File: src/rtl/keypad_emulator_if.sv
// keypad_emulator_if -- keystroke command channel for keypad_emulator.
//   cmd_valid  master->slave  keystroke request
//   cmd_ready  slave->master  emulator idle; request taken when both are high
//   cmd_row    master->slave  row index of the key to press
//   cmd_col    master->slave  column index of the key to press
//   cmd_hold   master->slave  settled-pressed duration in cycles (0 acts as 1)
interface keypad_emulator_if;
  logic        cmd_valid;
  logic        cmd_ready;
  logic [1:0]  cmd_row;
  logic [1:0]  cmd_col;
  logic [15:0] cmd_hold;

  modport master (output cmd_valid, cmd_row, cmd_col, cmd_hold, input cmd_ready);
  modport slave  (input cmd_valid, cmd_row, cmd_col, cmd_hold, output cmd_ready);
endinterface

File: src/rtl/keypad_emulator.sv
// keypad_emulator -- emulates one mechanical key of a 4x4 matrix keypad,
// including contact bounce on press and release and a settled gap afterwards.
//   clk             single clock, rising edge
//   rst             synchronous active-high reset
//   cmd             keystroke command channel (slave side)
//   keypad_col_in   column drive from the scanner (active-high)
//   keypad_row_out  row return to the scanner (active-high, 0 = no key)
//   abort           cancel the keystroke in progress (jumps to the gap)
//   busy            high whenever a keystroke is in progress
//   done            one-cycle pulse when a keystroke completes or is aborted
module keypad_emulator #(
  parameter int BOUNCE_TICKS = 8,
  parameter int BOUNCE_EDGES = 3,
  parameter int GAP_TICKS    = 16
) (
  input  logic              clk,
  input  logic              rst,
  keypad_emulator_if.slave  cmd,
  input  logic [3:0]        keypad_col_in,
  output logic [3:0]        keypad_row_out,
  input  logic              abort,
  output logic              busy,
  output logic              done
);

  typedef enum logic [2:0] {
    IDLE,
    PRESS_BOUNCE,
    HOLD,
    RELEASE_BOUNCE,
    GAP
  } state_t;

  localparam logic [15:0] TICK_LAST = 16'(BOUNCE_TICKS - 1);
  localparam logic [16:0] TOGGLES   = 17'(2 * BOUNCE_EDGES);
  localparam logic [15:0] GAP_LAST  = 16'(GAP_TICKS - 1);

  state_t      state_q, state_d;
  logic        contact_q, contact_d;
  logic [15:0] cnt_q, cnt_d;
  logic [16:0] toggles_q, toggles_d;
  logic [1:0]  row_q, row_d;
  logic [1:0]  col_q, col_d;
  logic [15:0] hold_q, hold_d;
  logic        done_q, done_d;

  logic [15:0] hold_last;
  logic        tick_expired;
  logic        bounce_done;

  // A hold of 0 behaves as a hold of 1 cycle.
  assign hold_last    = (hold_q == 16'd0) ? 16'd0 : hold_q - 16'd1;
  assign tick_expired = (cnt_q == TICK_LAST);
  // Bounce phase ends on the cycle of its final toggle, or immediately
  // when no bounce pulses are configured.
  assign bounce_done  = (TOGGLES == 17'd0) ||
                        (tick_expired && (toggles_q + 17'd1 == TOGGLES));

  always_ff @(posedge clk) begin
    if (rst) begin
      state_q   <= IDLE;
      contact_q <= 1'b0;
      cnt_q     <= 16'd0;
      toggles_q <= 17'd0;
      row_q     <= 2'd0;
      col_q     <= 2'd0;
      hold_q    <= 16'd0;
      done_q    <= 1'b0;
    end else begin
      state_q   <= state_d;
      contact_q <= contact_d;
      cnt_q     <= cnt_d;
      toggles_q <= toggles_d;
      row_q     <= row_d;
      col_q     <= col_d;
      hold_q    <= hold_d;
      done_q    <= done_d;
    end
  end

  always_comb begin
    state_d   = state_q;
    contact_d = contact_q;
    cnt_d     = cnt_q + 16'd1;
    toggles_d = toggles_q;
    row_d     = row_q;
    col_d     = col_q;
    hold_d    = hold_q;
    done_d    = 1'b0;

    case (state_q)
      IDLE: begin
        cnt_d = 16'd0;
        if (cmd.cmd_valid) begin
          row_d     = cmd.cmd_row;
          col_d     = cmd.cmd_col;
          hold_d    = cmd.cmd_hold;
          state_d   = PRESS_BOUNCE;
          contact_d = 1'b1;
          toggles_d = 17'd0;
        end
      end
      PRESS_BOUNCE: begin
        if (bounce_done) begin
          state_d   = HOLD;
          contact_d = 1'b1;
          cnt_d     = 16'd0;
          toggles_d = 17'd0;
        end else if (tick_expired) begin
          contact_d = ~contact_q;
          cnt_d     = 16'd0;
          toggles_d = toggles_q + 17'd1;
        end
      end
      HOLD: begin
        if (cnt_q == hold_last) begin
          state_d   = RELEASE_BOUNCE;
          contact_d = 1'b0;
          cnt_d     = 16'd0;
          toggles_d = 17'd0;
        end
      end
      RELEASE_BOUNCE: begin
        if (bounce_done) begin
          state_d   = GAP;
          contact_d = 1'b0;
          cnt_d     = 16'd0;
          toggles_d = 17'd0;
        end else if (tick_expired) begin
          contact_d = ~contact_q;
          cnt_d     = 16'd0;
          toggles_d = toggles_q + 17'd1;
        end
      end
      GAP: begin
        contact_d = 1'b0;
        if (cnt_q == GAP_LAST) begin
          state_d = IDLE;
          cnt_d   = 16'd0;
          done_d  = 1'b1;
        end
      end
      default: begin
        state_d   = IDLE;
        contact_d = 1'b0;
        cnt_d     = 16'd0;
        toggles_d = 17'd0;
      end
    endcase

    // Abort outranks any counter expiry this cycle, including the gap's own
    // completion, so a late abort restarts the gap instead of finishing.
    if (abort && (state_q != IDLE)) begin
      state_d   = GAP;
      contact_d = 1'b0;
      cnt_d     = 16'd0;
      toggles_d = 17'd0;
      done_d    = 1'b0;
    end
  end

  assign keypad_row_out = (contact_q && keypad_col_in[col_q]) ? (4'b0001 << row_q) : 4'b0000;
  assign cmd.cmd_ready  = (state_q == IDLE);
  assign busy           = (state_q != IDLE);
  assign done           = done_q;

endmodule

File: src/flat_wrapper.sv
// flat-port wrapper written by rule: the top's interface ports become plain ports
module keypad_emulator_flat 
#(
  parameter int BOUNCE_TICKS = 8,
  parameter int BOUNCE_EDGES = 3,
  parameter int GAP_TICKS    = 16
)
  (clk, rst, keypad_col_in, keypad_row_out, abort, busy, done, cmd_cmd_valid, cmd_cmd_row, cmd_cmd_col, cmd_cmd_hold, cmd_cmd_ready);
  keypad_emulator_if cmd_i ();
  input  logic clk;
  input  logic rst;
  input  logic [3:0] keypad_col_in;
  output logic [3:0] keypad_row_out;
  input  logic abort;
  output logic busy;
  output logic done;
  input wire logic [$bits(cmd_i.cmd_valid)-1:0] cmd_cmd_valid;
  input wire logic [$bits(cmd_i.cmd_row)-1:0] cmd_cmd_row;
  input wire logic [$bits(cmd_i.cmd_col)-1:0] cmd_cmd_col;
  input wire logic [$bits(cmd_i.cmd_hold)-1:0] cmd_cmd_hold;
  output wire logic [$bits(cmd_i.cmd_ready)-1:0] cmd_cmd_ready;
  assign cmd_i.cmd_valid = cmd_cmd_valid;
  assign cmd_i.cmd_row = cmd_cmd_row;
  assign cmd_i.cmd_col = cmd_cmd_col;
  assign cmd_i.cmd_hold = cmd_cmd_hold;
  assign cmd_cmd_ready = cmd_i.cmd_ready;
  keypad_emulator #(.BOUNCE_TICKS(BOUNCE_TICKS), .BOUNCE_EDGES(BOUNCE_EDGES), .GAP_TICKS(GAP_TICKS)) u_core (.clk(clk), .rst(rst), .cmd(cmd_i), .keypad_col_in(keypad_col_in), .keypad_row_out(keypad_row_out), .abort(abort), .busy(busy), .done(done));
endmodule
File: config.mk
export PLATFORM = sky130hd
export DESIGN_NAME = keypad_emulator_flat
export DESIGN_NICKNAME = d
export VERILOG_FILES = /design/src/rtl/keypad_emulator_if.sv /design/src/rtl/keypad_emulator.sv /design/src/flat_wrapper.sv
export SDC_FILE = /design/constraint.sdc
export NUM_CORES = 1
export LEC_CHECK = 0
export CORE_MARGIN = 10
export CORE_UTILIZATION = 58
export CTS_CLUSTER_DIAMETER = 100
export DETAILED_ROUTE_END_ITERATION = 8
export GPL_TIMING_DRIVEN = 0
export HOLD_SLACK_MARGIN = 0.03
export PLACE_DENSITY = 0.8
export SLEW_MARGIN = 20
export SYNTH_ARGS = -nofsm -noshare
export SYNTH_HDL_FRONTEND = slang
export SYNTH_SLANG_ARGS = --single-unit
File: constraint.sdc
create_clock -name clk -period 6.1 [get_ports clk]
set_clock_uncertainty 0.1 [all_clocks]
set_input_delay 1.525 -clock clk [delete_from_list [all_inputs] [get_ports clk]]
set_output_delay 1.525 -clock clk [all_outputs]
set_load 0.005 [all_outputs]
Word level (Yosys, flattened, before mapping):

Index checks and enable logic that the tools add are counted.

* bits in registers: 58
* bits in latches: 0
* bits in writable memories: 0
* memory bits (read-only): 0
* input bits: 28
* output and inout port bits: 7
* memories kept: 0

* add/subtract/negate cells: 3
* multipliers: 0
* divide/modulo/power cells: 0
* magnitude comparators: 1
* equality and inequality tests: 19
* shift-type cells: 1
* mux-type cells: 28
* bitwise gates (word level): 2
* reductions and logical operators: 14

Operators with widths (number)
* 2-to-1 mux 16 bit: 5
* 2-to-1 mux 17 bit: 4
* one-hot mux 17 bit (4 select lines): 1
* one-hot mux 16 bit (3 select lines): 1
* 2-to-1 mux 3 bit: 6
* adder 17 x 1 -> 17 bit, second input constant: 1
* == test 17 x 3 -> 1 bit, second input constant: 1
* adder 16 x 1 -> 16 bit, second input constant: 1
* == test 16 bit: 1
* == test 16 x 3 -> 1 bit, second input constant: 1
* == test 16 x 4 -> 1 bit, second input constant: 1
* zero test 16 bit: 1
* subtractor 16 x 1 -> 16 bit, second input constant: 1
* inequality test 3 x 1 -> 1 bit, second input constant: 5
* one-hot mux 3 bit (5 select lines): 1
* AND reduction 5 bit: 2
* inequality test 2 x 1 -> 1 bit, second input constant: 4
* 2-to-1 mux 1 bit: 7
* == test 3 x 2 -> 1 bit, second input constant: 2
* 2-to-1 mux 4 bit: 1
* one-hot mux 1 bit (4 select lines): 1
* AND reduction 2 bit: 2
* AND reduction 4 bit: 1
* OR reduction 2 bit: 2
* 12 further kinds: 15

Logic depth before layout (Yosys ltp):

Gate-level depths: netlist (run 1).

* depth after elaboration: 6
* gate-level depth with buffers: 13
* depth with buffers taken out: 11

Worst setup path before layout (run 1):

No wires, ideal clock.

* path type: input -> output
* from: input port keypad_col_in[3]
* to: output port keypad_row_out[3]
* arrival time: 2193 ps
* slack: 2282 ps
* cell stages on the path: 2
* cells stage by stage: mux4_2 and4_1

* longest elaborated chain between the ends: 4

Ends and longest elaborated chain
* start: declaration: RTL line flat_wrapper.sv:12 `input logic [3:0] keypad_col_in;`
* binary-select mux 1 bit (select 2 bit): RTL line keypad_emulator.sv:162 `assign keypad_row_out = (contact_q && keypad_col_in[col_q]) ? (4'b0001 << row_q) : 4'b0000;`
* 2-to-1 mux 1 bit (not written as such): RTL line keypad_emulator.sv:162
* logical AND 1 bit: RTL line keypad_emulator.sv:162
* 2-to-1 mux 4 bit: RTL line keypad_emulator.sv:162
* end: declaration: RTL line flat_wrapper.sv:13 `output logic [3:0] keypad_row_out;`

Every way passes these cells. The select of a mux whose other input is x is not followed.

Final worst setup path (run 1):

Ends and elaborated chain as after synthesis.

==> flow_metrics.py, run 1 <==
metrics = {
    "flow_run": {
        "cap_violations": 0,
    },
    "global_routing": {
        "globalRouteTotalUtil_pct": 20.87,
        "grt_first_pass_wirelength_mm": 17.72,
        "number_of_antenna_violations_at_the_first_check_in_global_routing": 0,
        "first_global_vias": 3789,
        "grt_overflow_total": 0,
        "largest_net_degree_at_the_start_of_global_routing": 11,
    },
    "pwr": {
        "psw_w": 0.0003455,
        "cell_internal_pwr_w": 0.0007755,
        "swShare_pct": 30.82,
        "sequentialPowerShare_pct": 36.4,
        "pwr_density_cell_nw_per_um2": 241.0,
        "total_power_w": 0.001121,
        "power.share.combinational_pct": 25.8,
        "leakagePower_nw": 1.600,
        "clkPwrFrac_pct": 37.8,
        "vdd_ir_drop_max_uv": 141.7,
    },
    "finish": {
        "area.growth.synth_to_final_pct": 17.07,
        "drive_gt1_share_pct": 9.777,
        "final_cell_count_no_fill": 663,
        "nets": 610,
        "ant_cells": 0,
    },
    "floorplan": {
        "coreArea_um2": 6719,
        "fp.dieArea_um2": 10560,
        "placementRows": 30,
        "start_util_pct": 59.14,
        "fp.dieW_um": 102.8,
        "die_h_um": 102.8,
        "io-pin-count": 35,
    },
    "worst_setup_path": {
        "cpMostUsedCell": "sky130_fd_sc_hd__clkdlybuf4s50_1",
        "worstSetupEndpointType": "primary output",
        "critical-path-top-delay-family": "buffers and inverters",
        "cp-startpoint": "keypad_col_in[3]",
        "regToRegStartpoint": "u_core.hold_q[0]",
        "critPathLaunchType": "input port",
        "end_of_the_worst_register_to_register_path": "u_core.toggles_q[16]",
        "cp_num_cells": 4,
        "worst-endpoint-arrival_ns": 3.06,
        "path_cells": "clkdlybuf4s50_1, mux4_2, and4_1, clkdlybuf4s50_1",
        "critPathCapture": "keypad_row_out[3]",
        "number_of_cells_traversed_by_the_worst_register_to_register_path": 13,
        "reg2reg_setup_slack_ns": 2.56,
        "timing.setup.critical_path_class": "in -> out",
        "crit_fanout": 2,
        "critical_path.n_buffers_inverters": 2,
        "critPathMaxStageDelay_ns": 0.48,
        "critPathRequiredTime_ns": 4.47,
        "crit_slowest_cell": "sky130_fd_sc_hd__mux4_2",
    },
    "yosys": {
        "post_synth.cell_area_avg_um2": 7.456,
        "syn-cell-area_um2": 3974,
        "synthTopCellsByCount": "82 x sky130_fd_sc_hd__nand2_1, 58 x sky130_fd_sc_hd__dfxtp_1, 48 x sky130_fd_sc_hd__nor2_1, 38 x sky130_fd_sc_hd__a21oi_1, 26 x sky130_fd_sc_hd__clkbuf_1",
        "ys_dominant_reg_cell": "sky130_fd_sc_hd__dfxtp_1",
        "netlist.top_cell.by_area": "sky130_fd_sc_hd__dfxtp_1",
        "ys_ff_latch": 58,
        "synth-seq-area-share_pct": 29.22,
        "yosysTopAreaCellShare_pct": 29.22,
        "top_count_cell_post_synth": "sky130_fd_sc_hd__nand2_1",
        "asyncSetResetFlopFracSynth_pct": 0,
        "synth.top_cells.by_area": "sky130_fd_sc_hd__dfxtp_1 29%, sky130_fd_sc_hd__nand2_1 7.7%, sky130_fd_sc_hd__a21oi_1 4.8%",
        "synthesis.nets": 565,
        "yosysWarningCount": 0,
        "syn-instance-count": 533,
        "edff_count_synth": 0,
        "synth_cell_type_count": 69,
    },
    "drt": {
        "route.detailed.vias_per_inst": 6.090,
        "detailroute.via_count": 4038,
        "post-route-drc-count": 0,
        "route.detailed.wl_per_inst_um": 15.99,
        "dr.pass1.iters": 5,
        "antenna_violating_nets_post_route": 0,
        "initialDrtViolationCount": 240,
        "drt_wl_total_mm": 10.60,
    },
    "clocking": {
        "cts-hold-fix-buffers": 0,
        "cts_setup_buffers": 0,
        "post_cts_resize_count": 0,
        "cts.clk_slew.worst_paths_ns": 0.06,
        "worst_skew_pair_later_pin_latency_ns": 0.35,
        "cts.path.max_buffers": 2,
        "number_of_buffers_created_by_cts": 9,
        "cts_max_level": 3,
        "root_buffer": "sky130_fd_sc_hd__clkbuf_8",
        "cts.sinks": 58,
        "cts_tree": "done",
    },
    "sta": {
        "setup_viol": 0,
        "worst-slew-pin-transition_ns": 0.8095,
        "finalSetupTns_ns": 0,
        "period_minus_slack_ns": 4.690,
        "maximum_clock_rate_mhz": 213.2,
        "unrepaired_setup_endpoints_after_global_routing": "false",
        "period_utilization_pct": 76.88,
        "worst_slew_margin_rel_pct": 46.03,
        "finalHoldViolCount": 0,
        "timing_max_transition_violations_final": 0,
    },
    "hold_path": {
        "timing.hold.worst.class": "reg -> reg",
    },
    "placed_design": {
        "last_weighted_congestion_value_of_the_routability_driven_placer": 0.9217,
        "place_inst": 647,
        "port_buffers": 34,
        "detailedPlacementHpwl_mm": 7.946,
    },
    "status": {
        "outcome": "complete, no violations",
    },
}
==> power by group through the flow <==
stage               clock [W]  combinational (W)  sequential (W)
floorplan                   0           0.000208        0.000412
global placement            0           0.000276        0.000416
detailed placement          0           0.000283        0.000417
CTS                  0.000428           0.000285        0.000408
global route         0.000447           0.000316        0.000411
finish               0.000424           0.000289        0.000408
==> tightest hold or removal path, delay by kind of cell (launching register included) <==
kind / cells / cell delay [ns]
AOI/OAI and AO/OA: 1 / 0.05
DFF: 1 / 0.32
and+or+nand+nor: 1 / 0.06
==> cell families after synthesis <==
logic type	count (synthesis)	share of synthesized area (%)
mux	9	2.613
buf+inv	52	5.699
xor+xnor	30	6.612
flops	58	29.22
compound gates	103	18.23
fa+ha+maj	4	1.259
simple gates	277	36.37
==> area by class of cell <==
cell class	count	area, um^2
flip-flops and latches	58	1161
inverters	18	67.56
plain buffers	34	158.9
clock buffers	12	165.2
multi-input cells	423	2586
fillers	589	2067
clock inverters	4	72.57
repair buffers	34	340.3
well taps	80	100.1
==> flip-flops by register name, indices dropped and copies added (netlist names) <==
signal and cells:
u_core.row_q 2, u_core.contact_q 1, u_core.hold_q 16, u_core.col_q 2
u_core.cnt_q 16, u_core.done 1, u_core.toggles_q 17, u_core.state_q 3
==> metal layers <==
layer	wire, um	global-route usage (%)
met1	4475	24.00
met2	5365	37.49
met3	579	4.692
met4	180	6.417
met5	0	0
==> through the flow <==
step,instance area [um^2],setup WS (ns),hold WS (ns),util [%]
floorplan,3974,2.282,0.3414,-
global placement,4414,1.430,0.3535,65.70
detailed placement,4414,1.393,0.3712,65.70
CTS,4652,1.398,0.3802,69.24
global route,4652,1.359,0.4073,69.24
finish,4652,1.410,0.3744,69.24
==> how the worst min path moves through the flow <==
stage	start	end	slack, ns	cells after the start
3_5_place_dp	u_core.col_q[0]	u_core.col_q[0]	0.37	2
4_1_cts	u_core.col_q[0]	u_core.col_q[0]	0.38	2
5_1_grt	u_core.col_q[0]	u_core.col_q[0]	0.41	2
2_1_floorplan	u_core.col_q[1]	u_core.col_q[1]	0.34	2
3_3_place_gp	u_core.col_q[1]	u_core.col_q[1]	0.35	2
6_report	u_core.col_q[0]	u_core.col_q[0]	0.37	2
==> cells in the final DEF, fill, tap and decap left out, drive strengths merged, types with 3 or more instances in the layout <==
| cell type | instances |
|---|---|
| a21oi | 38 |
| a32oi | 3 |
| and2 | 6 |
| and3 | 6 |
| and4 | 3 |
| buf | 8 |
| clkbuf | 38 |
| clkdlybuf4s50 | 34 |
| dfxtp | 58 |
| ha | 4 |
| inv | 18 |
| mux2i | 7 |
| nand2 | 82 |
| nand2b | 5 |
| nand3 | 25 |
| nand4 | 15 |
| nor2 | 50 |
| nor2b | 6 |
| nor3 | 24 |
| nor3b | 4 |
| nor4 | 16 |
| nor4b | 3 |
| o21ai | 23 |
| o221ai | 3 |
| o31a | 3 |
| o31ai | 3 |
| or2 | 5 |
| or3 | 14 |
| or3b | 3 |
| or4 | 7 |
| xnor2 | 18 |
| xor2 | 12 |
Power figures use the tool's default switching activity.
==> run 2, diff against run 1 <==
==> constraint.sdc (replaced) <==
create_clock -name clk -period 4.45 [get_ports clk]
set_clock_uncertainty 0.1 [all_clocks]
set_input_delay 1.1125 -clock clk [delete_from_list [all_inputs] [get_ports clk]]
set_output_delay 1.1125 -clock clk [all_outputs]
set_load 0.005 [all_outputs]
==> results of run 2 <==
Same layout as run 1 (identical final DEF). Status: complete, no violations.
Main changes from that run: setup slack after placement 1.393 ns -> 0.5682 ns; setup slack after layout 1.410 ns -> 0.5853 ns; register-to-register setup slack 2.56 ns -> 0.91 ns; total power 0.001121 W -> 0.001537 W; worst IR drop on VDD 141.7 uV -> 194.3 uV
